`src/rtl/mem_debug_dumper.sv`:
```
// Walks TAM_M data-memory words through the MEM-stage debug read port and
// streams each word, MSB byte first, over a valid/ready byte link.
module mem_debug_dumper #(
   parameter int NBITS = 32,
   parameter int TAM_M = 10
) (
   input  logic             clk,
   input  logic             reset,
   input  logic             i_start,
   output logic [NBITS-1:0] o_mem_debug_addr,
   input  logic [NBITS-1:0] i_mem_debug_data,
   output logic [7:0]       o_tx_data,
   output logic             o_tx_valid,
   input  logic             i_tx_ready,
   output logic             o_busy,
   output logic             o_done
);

   localparam int IDX_W = (TAM_M > 1) ? $clog2(TAM_M) : 1;
   localparam logic [IDX_W-1:0] LAST_IDX = IDX_W'(TAM_M - 1);

   localparam logic [2:0] ST_IDLE    = 3'd0;
   localparam logic [2:0] ST_READ    = 3'd1;
   localparam logic [2:0] ST_CAPTURE = 3'd2;
   localparam logic [2:0] ST_SEND    = 3'd3;
   localparam logic [2:0] ST_DONE    = 3'd4;

   logic [2:0]       state_reg, state_next;
   logic [IDX_W-1:0] idx_reg, idx_next;
   logic [1:0]       cnt_reg, cnt_next;
   logic [NBITS-1:0] word_reg, word_next;
   logic [7:0]       lane [4];

   // Byte lanes of the latched word, lane 0 being the most significant byte.
   genvar gi;
   generate
      for (gi = 0; gi < 4; gi = gi + 1) begin : g_lane
         assign lane[gi] = word_reg[NBITS-1-8*gi -: 8];
      end
   endgenerate

   always_comb begin
      state_next = state_reg;
      idx_next   = idx_reg;
      cnt_next   = cnt_reg;
      word_next  = word_reg;
      case (state_reg)
         ST_IDLE: begin
            if (i_start) begin
               state_next = ST_READ;
               idx_next   = '0;
            end
         end
         ST_READ: begin
            state_next = ST_CAPTURE;
         end
         ST_CAPTURE: begin
            word_next  = i_mem_debug_data;
            cnt_next   = 2'd0;
            state_next = ST_SEND;
         end
         ST_SEND: begin
            if (i_tx_ready) begin
               if (cnt_reg == 2'd3) begin
                  // Last byte of the word: either finish or fetch the next word.
                  if (idx_reg == LAST_IDX) begin
                     state_next = ST_DONE;
                  end else begin
                     idx_next   = idx_reg + IDX_W'(1);
                     state_next = ST_READ;
                  end
               end else begin
                  cnt_next = cnt_reg + 2'd1;
               end
            end
         end
         ST_DONE: begin
            idx_next   = '0;
            state_next = ST_IDLE;
         end
         default: begin
            state_next = ST_IDLE;
         end
      endcase
   end

   always_ff @(posedge clk or negedge reset) begin
      if (!reset) begin
         state_reg <= ST_IDLE;
         idx_reg   <= '0;
         cnt_reg   <= 2'd0;
         word_reg  <= '0;
      end else begin
         state_reg <= state_next;
         idx_reg   <= idx_next;
         cnt_reg   <= cnt_next;
         word_reg  <= word_next;
      end
   end

   // Outputs decode registered state only, so reset clears them without a clock.
   assign o_mem_debug_addr = NBITS'(idx_reg);
   assign o_tx_valid       = (state_reg == ST_SEND);
   assign o_tx_data        = o_tx_valid ? lane[cnt_reg] : 8'h00;
   assign o_busy           = (state_reg == ST_READ) || (state_reg == ST_CAPTURE) ||
                             (state_reg == ST_SEND);
   assign o_done           = (state_reg == ST_DONE);

endmodule

```
`config.mk`:
```
export PLATFORM = sky130hd
export DESIGN_NAME = mem_debug_dumper
export DESIGN_NICKNAME = d
export VERILOG_FILES = /design/src/rtl/mem_debug_dumper.sv
export SDC_FILE = /design/constraint.sdc
export NUM_CORES = 1
export LEC_CHECK = 0
export BUFFER_PORTS_ARGS = -buffer_cell sky130_fd_sc_hd__buf_2
export CAP_MARGIN = 20
export CORE_MARGIN = 3
export CORE_UTILIZATION = 30
export DETAILED_ROUTE_END_ITERATION = 10
export PLACE_DENSITY_LB_ADDON = 0.25
export SKIP_CTS_REPAIR_TIMING = 1
export SLEW_MARGIN = 20
export SYNTH_ARGS = -nofsm -noshare
export SYNTH_HDL_FRONTEND = slang
export SYNTH_SLANG_ARGS = --single-unit
```
`constraint.sdc`:
```
create_clock -name clk -period 1.5 [get_ports clk]
set_input_delay 0.3 -clock clk [delete_from_list [all_inputs] [get_ports clk]]
set_output_delay 0.3 -clock clk [all_outputs]
set_load 0.01 [all_outputs]
```
==> qor.yml, run 1 <==
floorplanning:
  die_x_um: 91.2
  die_y_um: 91.2
  row_count: 30
  ios: 79
  start_util_pct: 31.5
  die_area_um2: 8310
  core_um2: 6910
timing:
  rsz0062_at_grt: "true"
  clock.fmax_mhz: 529
  fin_worst_skew_ps: 6.46
  fin_crit_ps: 1890
  timing.hold.ws_ps: 229
  finalSetupViolCount: 15
  finalCritPeriodShare_pct: 126
  fin_ws_ps: -391
  hold_viol_final: 0
  drv_slew: 0
  fin_setup_tns_ps: -3430
worst_setup_path:
  path_cells: "buf_12, mux4_2, and2_4, buf_6"
  crit_end: "o_tx_data[0]"
  cpMaxStageDelayCell: "mux4_2"
  rr_worst_depth: 7
  cp-end-kind: "primary output"
  cp.arrival_ps: 1590
  crit_type: "flip-flop to primary output"
  start_kind: "flip-flop"
  startpoint: "cnt_reg[0]"
  rrSetupSlack_ps: -180
  timing.rr.start: "cnt_reg[0]"
  worstPathRequired_ps: 1200
  path_max_fanout: 7
  worstReg2RegEnd: "idx_reg[1]"
  slowest_delay_ps: 490
cells_and_area:
  n_antenna_cell: 0
  drive_above_1_share_pct: 60.5
  fin_area_um2: 2920
  final_nets: 282
  areaGrowthSynthToFinish_pct: 34.2
  largest_reg_flops: 32
clock_network:
  clkLatencyLatePin_ps: 290
  root_buffer: "clkbuf_8"
  numClockSinks: 41
  cts_tree: "built"
  cts_max_path_buffers: 2
  cts_made_buffers: 5
  h-tree-depth: 2
  cts.clk_slew.worst_paths_ps: 80
global_route:
  grt_overflow: 0
  grt_pass1_wl_um: 7080
  grt_pass1_vias: 1438
  grt_usage_pct: 11.0
  antenna_found_initial: 0
  grt_max_degree: 33
placed_design:
  gp_congestion: 0.715
  io_buffers: 50
  pre_cts_ws_ps: -129
  placed_area_um2: 2610
  dpl.hpwl_um: 3270
synthesis:
  ys_async_sr_fraction_pct: 100
  yosys_warnings: 0
  yosysSeqAreaShare_pct: 47.2
  synth_cells: 166
  netlist_area_um2: 2180
  synth_edf_count: 0
  avgSynthCellArea_um2: 13.1
  ys_seq_elements: 41
  synth_cell_type_count: 36
  synth-main-ff-cell: "dfrtp_1"
drt:
  totalWireLength_um: 4410
  drtPass1Iterations: 3
  drtIter0Drc: 25
  routed-via-count: 1413
  viasPerCell: 4.17
  detail_route.wl_per_cell_um: 13.0
  drc_errors: 0
  ant_nets: 0
power:
  p_comb_share_pct: 54.9
  swShare_pct: 30.0
  powerDensity_nw_per_um2: 2090
  p_switching_mw: 1.83
  p_int_mw: 4.27
  seq_power_share_pct: 31.1
  pwr-share-clk_pct: 14.0
  power_leakage_nw: 1.38
  power_mw: 6.10
  ir_drop_mv: 1.00
outcome:
  violations: "negative setup slack"
  status: "finished with violations"
run:
  cap_violations: 0
worst_hold_path:
  hp-class: "input pin to flip-flop"
## layer usage
layer	global-route usage [%]	share of wire [%]	vias up
met1	14.1	43	672
met5	0	0	-
met2	17.3	48	53
li1	-	-	682
met4	4.52	1.7	0
met3	3.48	6.9	6
## layout make-up
type                    instances  area, µm²
inverters                       3       13.8
fillers                       655       3990
well taps                      96        120
repair buffers                 78        569
multi-input cells             114       1080
clock buffers                   5       68.8
flip-flops and latches         41       1030
clock inverters                 2       35.0
## synthesized netlist by cell type (2+ instances only)
| cell | instances | share of area (%) |
|---|---|---|
| buf_2 | 5 | 1.1 |
| nand2b_1 | 2 | 0.57 |
| mux2_2 | 32 | 17 |
| a21o_1 | 2 | 0.69 |
| buf_4 | 28 | 9.7 |
| ha_1 | 3 | 1.7 |
| nor2_1 | 5 | 0.86 |
| and2_1 | 9 | 2.6 |
| dfrtp_1 | 41 | 47 |
| inv_1 | 2 | 0.35 |
| a22o_1 | 3 | 1.2 |
| nand2_1 | 2 | 0.35 |
| nor3_1 | 2 | 0.46 |
| mux4_2 | 8 | 8.3 |
## cells by family after synthesis
kind of cell | synth area share [%]
mux | 26.0
simple gates | 7.94
xor+xnor | 0.403
fa+ha+maj | 1.73
buf+inv | 12.0
flops | 47.2
compound gates | 4.54
other cells | 0.172
## stage by stage
stage	cells	util, %
floorplan	193	-
global placement	327	37.8
detailed placement	327	37.8
CTS	334	39.3
global route	339	42.3
finish	339	42.3
## how the worst min path moves through the flow
stage,cells after the start,from,to,slack (ps)
after global routing,2,i_mem_debug_data[4],lane[4],210
after floorplan,0,reset,cnt_reg[0],4
after global placement,2,reset,idx_reg[2],290
after CTS,2,reset,lane[25],-40
after detailed placement,2,reset,idx_reg[2],290
final,2,i_mem_debug_data[4],lane[4],230
## power groups by stage
stage	clock [mW]	combinational, mW	sequential, mW
2_1_floorplan	0	1.82	1.86
3_5_place_dp	0	2.71	1.91
3_3_place_gp	0	2.68	1.90
6_report	0.851	3.35	1.90
5_1_grt	0.945	3.66	1.97
4_1_cts	0.898	2.72	1.89
## placed cells by master (no fill, tap or decap), types with 2 or more instances in the layout
cell      count
buf_2        42
dfrtp_1      40
mux2_2       31
conb_1       28
buf_4        19
buf_6        13
mux4_2        8
and2_4        7
clkbuf_8      5
a22o_1        3
buf_12        3
inv_1         2
and2_1        2
nor2_4        2
nor2_2        2
nor2_1        2
nor3_1        2
a21o_1        2
mux2_4        2
ha_1          2
## worst max-delay path, delay by kind of cell (launching register included)
kind / cells / cell delay [ps]
buffers and inverters: 2 / 250
DFF: 1 / 410
muxes: 1 / 490
and+or+nand+nor: 1 / 160
Power figures use the tool's default switching activity.
==> inputs of run 2 (changes only) <==
--- a/config.mk
+++ b/config.mk
@@ -8,10 +8,9 @@
 export BUFFER_PORTS_ARGS = -buffer_cell sky130_fd_sc_hd__buf_2
 export CAP_MARGIN = 20
 export CORE_MARGIN = 3
-export CORE_UTILIZATION = 30
+export CORE_UTILIZATION = 45
 export DETAILED_ROUTE_END_ITERATION = 10
 export PLACE_DENSITY_LB_ADDON = 0.25
-export SKIP_CTS_REPAIR_TIMING = 1
 export SLEW_MARGIN = 20
 export SYNTH_ARGS = -nofsm -noshare
 export SYNTH_HDL_FRONTEND = slang
==> run 2 against run 1 <==
Sequential share of layout area fell by 3.3 points. Non-clock buffer count increased by 19. Combinational power grew 23%. Highest routed layer unchanged. Critical path type unchanged. Largest power group unchanged. The run still ends with negative setup slack left.
==> qor.yml, run 2 (synthesis results as in run 1) <==
outcome:
  status: "finished with violations"
  violations: "negative setup slack"
timing:
  fin_ws_ps: -411
  finalSetupViolCount: 48
  hold_viol_final: 0
  drv_slew: 0
  clock.fmax_mhz: 523
  fin_worst_skew_ps: 3.61
  finalCritPeriodShare_pct: 127
  timing.hold.ws_ps: 250
  fin_crit_ps: 1910
  rsz0062_at_grt: "true"
worst_setup_path:
  slowest_delay_ps: 500
  crit_type: "flip-flop to primary output"
  path_max_fanout: 5
  worstPathRequired_ps: 1200
  critical_path.top_delay_family: "multiplexers"
  cpMaxStageDelayCell: "mux4_2"
  start_kind: "flip-flop"
  cp.arrival_ps: 1610
  path_cells: "buf_6, mux4_2, and2_4, buf_2"
  cp-end-kind: "primary output"
  worst-path-buf-inv: 2
drt:
  drc_errors: 0
  drtIter0Drc: 48
  ant_nets: 0
  totalWireLength_um: 4930
  drtPass1Iterations: 4
  viasPerCell: 4.96
  routed-via-count: 1558
  detail_route.wl_per_cell_um: 15.7
power:
  ir_drop_mv: 1.22
  powerDensity_nw_per_um2: 2100
  power_leakage_nw: 1.59
cells_and_area:
  areaGrowthSynthToFinish_pct: 47.8
  largest_reg_flops: 32
  n_antenna_cell: 0
  fin_area_um2: 3220
  mostFrequentLayoutCells: "buf_2, dfrtp_1, mux2_4"
  drive_above_1_share_pct: 63.7
  fin_cells: 314
  fillers: 307
  final_nets: 301
  final_common_cell: "buf_2"
global_route:
  grt_max_degree: 24
  grt_pass1_vias: 1520
  grt_pass1_wl_um: 7020
  antenna_found_initial: 0
  grt_usage_pct: 16.3
  grt_overflow: 0
floorplanning:
  die_x_um: 75.5
  start_util_pct: 48.3
  die_y_um: 75.5
  die_area_um2: 5710
  row_count: 24
  core_um2: 4500
  ios: 79
placed_design:
  pre_cts_ws_ps: -139
  io_buffers: 50
  placed_area_um2: 2520
  dp.cells: 280
  gp_congestion: 0.844
  dpl.hpwl_um: 3140
clock_network:
  cts_max_path_buffers: 2
  cts_tree: "built"
  root_buffer: "clkbuf_8"
  h-tree-depth: 2
  cts.clk_slew.worst_paths_ps: 70
  numClockSinks: 41
  cts_made_buffers: 5
  clkLatencyLatePin_ps: 280
worst_hold_path:
  hp-class: "input pin to flip-flop"
run:
  cap_violations: 0
[run 2: path summary, 6_finish.rpt]
| kind | cells past startpoint | startpoint | slack (ps) | to |
|---|---|---|---|---|
| setup / recovery | 4 | cnt_reg[0] | -410 | o_tx_data[7] |
| hold / removal | 2 | i_mem_debug_data[28] | 250 | lane[28] |
| setup reg to reg | 7 | cnt_reg[0] | -160 | idx_reg[1] |
| hold reg to reg | 1 | lane[22] | 510 | lane[22] |
| max in group asynchronous | 3 | reset | 550 | state_reg[0] |
| min in group asynchronous | 2 | reset | 490 | lane[10] |
[run 2: power by group]
group          internal (mW)  total, mW  switching (mW)
Clock                  0.365      0.700           0.335
Sequential              1.63       1.93           0.302
Combinational           2.71       4.13            1.41
Total                   4.70       6.75            2.05
[run 2: per-layer routing]
metal  GRT usage, %  share of wire (%)  vias to the layer above  wire [µm]
li1               -                  -                      716          -
met4           3.69               0.73                        0         36
met2           27.9                 49                       59       2410
met5              0                  0                        -          0
met3           3.43                5.4                        4        268
met1           21.5                 45                      779       2210
[run 2: through the flow]
stage                     power [mW]  util [%]  TNS [ps]
after detailed placement        4.49      55.9     -1010
final                           6.75      71.4     -8150
after floorplan                 3.68         -         0
after global placement          4.44      55.9      -840
after global routing            7.18      71.4    -10900
after CTS                       5.83      63.6     -5920
[run 2: cell type report]
class	count	area [µm²]	share of cell area, %
flip-flops and latches	41	1030	31.9
repair buffers	97	810	25.2
multi-input cells	114	1220	37.8
well taps	52	65.1	2.02
inverters	3	13.8	0.428
clock buffers	7	86.3	2.68
[run 2: timing repair]
action / 4_1_cts / 5_1_grt
hold buffers: 1 / 0
resized for setup: 30 / 66
gates cloned: 0 / 2
endpoints found under the hold margin: 18 / 0
setup buffers: 18 / 15
setup endpoints to repair: 14 / 50
pin swaps: 13 / 12
==> inputs of run 3 (changes only) <==
--- a/config.mk
+++ b/config.mk
@@ -11,6 +11,7 @@
 export CORE_UTILIZATION = 45
 export DETAILED_ROUTE_END_ITERATION = 10
 export PLACE_DENSITY_LB_ADDON = 0.25
+export SKIP_CTS_REPAIR_TIMING = 1
 export SLEW_MARGIN = 20
 export SYNTH_ARGS = -nofsm -noshare
 export SYNTH_HDL_FRONTEND = slang
==> run 3 against run 2 <==
The flow still finishes with violations (negative setup slack). Clock-buffer cell count stayed put. Largest cell class unchanged. Combinational power decreased by 15%. Routed wire length decreased by 9.8%. Sequential share of layout area increased by 2.7 points. Utilization down 5.6 points. Sequential power barely moved. Non-clock buffer count fell by 11. Global-route usage fell by 1.6 points. Setup slack better by 14 ps. Critical path type unchanged. Critical path depth unchanged. First-iteration DRC count down 50%.
==> qor.yml, run 3 (synthesis results as in run 1) <==
cells_and_area:
  postLayoutCoreUtil_pct: 65.8
  areaGrowthSynthToFinish_pct: 36.3
  final_nets: 290
  fin_area_um2: 2970
  largest_reg_flops: 32
  multi_input_area_um2: 1090
  final_common_cell: "buf_2"
  fin_cells: 303
  fillers: 345
  mostFrequentLayoutCells: "buf_2, dfrtp_1, mux2_2"
  n_antenna_cell: 0
  seq_area_um2: 1030
  drive_above_1_share_pct: 61.4
placed_design:
  placed_area_um2: 2520
  io_buffers: 50
  dpl.hpwl_um: 3140
  dp.cells: 280
  gp_congestion: 0.844
floorplanning:
  ios: 79
  die_y_um: 75.5
  core_um2: 4500
  die_area_um2: 5710
  die_x_um: 75.5
  start_util_pct: 48.3
  row_count: 24
clock_network:
  cts_made_buffers: 5
  cts_tree: "built"
  root_buffer: "clkbuf_8"
  clkLatencyLatePin_ps: 270
  cts.clk_slew.worst_paths_ps: 70
  numClockSinks: 41
  cts_max_path_buffers: 2
  h-tree-depth: 2
power:
  p_int_mw: 4.23
  p_switching_mw: 1.88
  seq_power_share_pct: 31.2
  ir_drop_mv: 1.22
  pwr-share-clk_pct: 11.4
  swShare_pct: 30.8
  p_comb_share_pct: 57.4
  power_leakage_nw: 1.43
  powerDensity_nw_per_um2: 2060
run:
  cap_violations: 0
worst_setup_path:
  cp-end-kind: "primary output"
  start_kind: "flip-flop"
  path_max_fanout: 5
  rr_worst_depth: 7
  crit_type: "flip-flop to primary output"
  cp.arrival_ps: 1600
  worstPathRequired_ps: 1200
worst_hold_path:
  hp-class: "input pin to flip-flop"
  holdPathStages: 2
drt:
  drtPass1Iterations: 4
  ant_nets: 0
  totalWireLength_um: 4440
  routed-via-count: 1475
  detail_route.wl_per_cell_um: 14.7
  drc_errors: 0
  viasPerCell: 4.87
  drtIter0Drc: 24
global_route:
  grt_usage_pct: 14.7
  grt_overflow: 0
  antenna_found_initial: 0
  grt_pass1_wl_um: 6350
  grt_max_degree: 24
  grt_pass1_vias: 1379
timing:
  hold_viol_final: 0
  fin_setup_tns_ps: -4020
  fin_worst_skew_ps: 2.66
  finalCritPeriodShare_pct: 126
  rsz0062_at_grt: "true"
  clock.fmax_mhz: 527
  fin_ws_ps: -397
  fin_crit_ps: 1900
  finalSetupViolCount: 15
  drv_slew: 0
outcome:
  violations: "negative setup slack"
  status: "finished with violations"
==> run 3: cell type report <==
cell class | count | share of cell area [%]
Clock buffer | 7 | 2.91
Inverter | 3 | 0.549
Multi-Input combinational cell | 114 | 36.9
Sequential cell | 41 | 34.6
Tap cell | 52 | 2.19
Timing Repair Buffer | 86 | 22.8
==> run 3: worst max-delay path, cell delays in order, from the launching register on <==
cell and delay (ps):
dfrtp_1 400, buf_6 160, mux4_2 500, and2_4 150, buf_6 110
==> run 3: worst paths after layout <==
check,startpoint,endpoint,slack (ps)
hold reg to reg,lane[4],lane[4],490
hold / removal,i_mem_debug_data[4],lane[4],250
setup / recovery,cnt_reg[0],o_tx_data[7],-400
max in group asynchronous,reset,state_reg[0],550
setup reg to reg,cnt_reg[0],idx_reg[1],-170
min in group asynchronous,reset,lane[10],490
==> run 3: power groups by stage <==
| stage | Sequential [mW] | Combinational, mW | Clock (mW) |
|---|---|---|---|
| 6_report | 1.91 | 3.51 | 0.694 |
| 5_1_grt | 1.96 | 3.80 | 0.760 |
| 4_1_cts | 1.90 | 2.58 | 0.720 |
| 3_5_place_dp | 1.92 | 2.57 | 0 |
| 3_3_place_gp | 1.91 | 2.53 | 0 |
| 2_1_floorplan | 1.86 | 1.82 | 0 |
==> run 3: metrics by stage <==
| stage | setup WS, ps | total power [mW] | hold WS [ps] |
|---|---|---|---|
| global route | -461 | 6.52 | 235 |
| finish | -397 | 6.11 | 246 |
| detailed placement | -139 | 4.49 | 260 |
| floorplan | 4.51 | 3.68 | 4.41 |
| global placement | -123 | 4.44 | 275 |
| CTS | -451 | 5.20 | -42.5 |
==> run 3: routing by layer <==
layer / wire length, µm / part of all wire (%) / up-vias / global-route usage [%]
met5: 0 / 0 / - / 0
met4: 21 / 0.47 / 0 / 3.50
li1: - / - / 704 / -
met3: 250 / 5.6 / 2 / 3.56
met1: 2060 / 46 / 715 / 19.9
met2: 2110 / 48 / 54 / 24.2
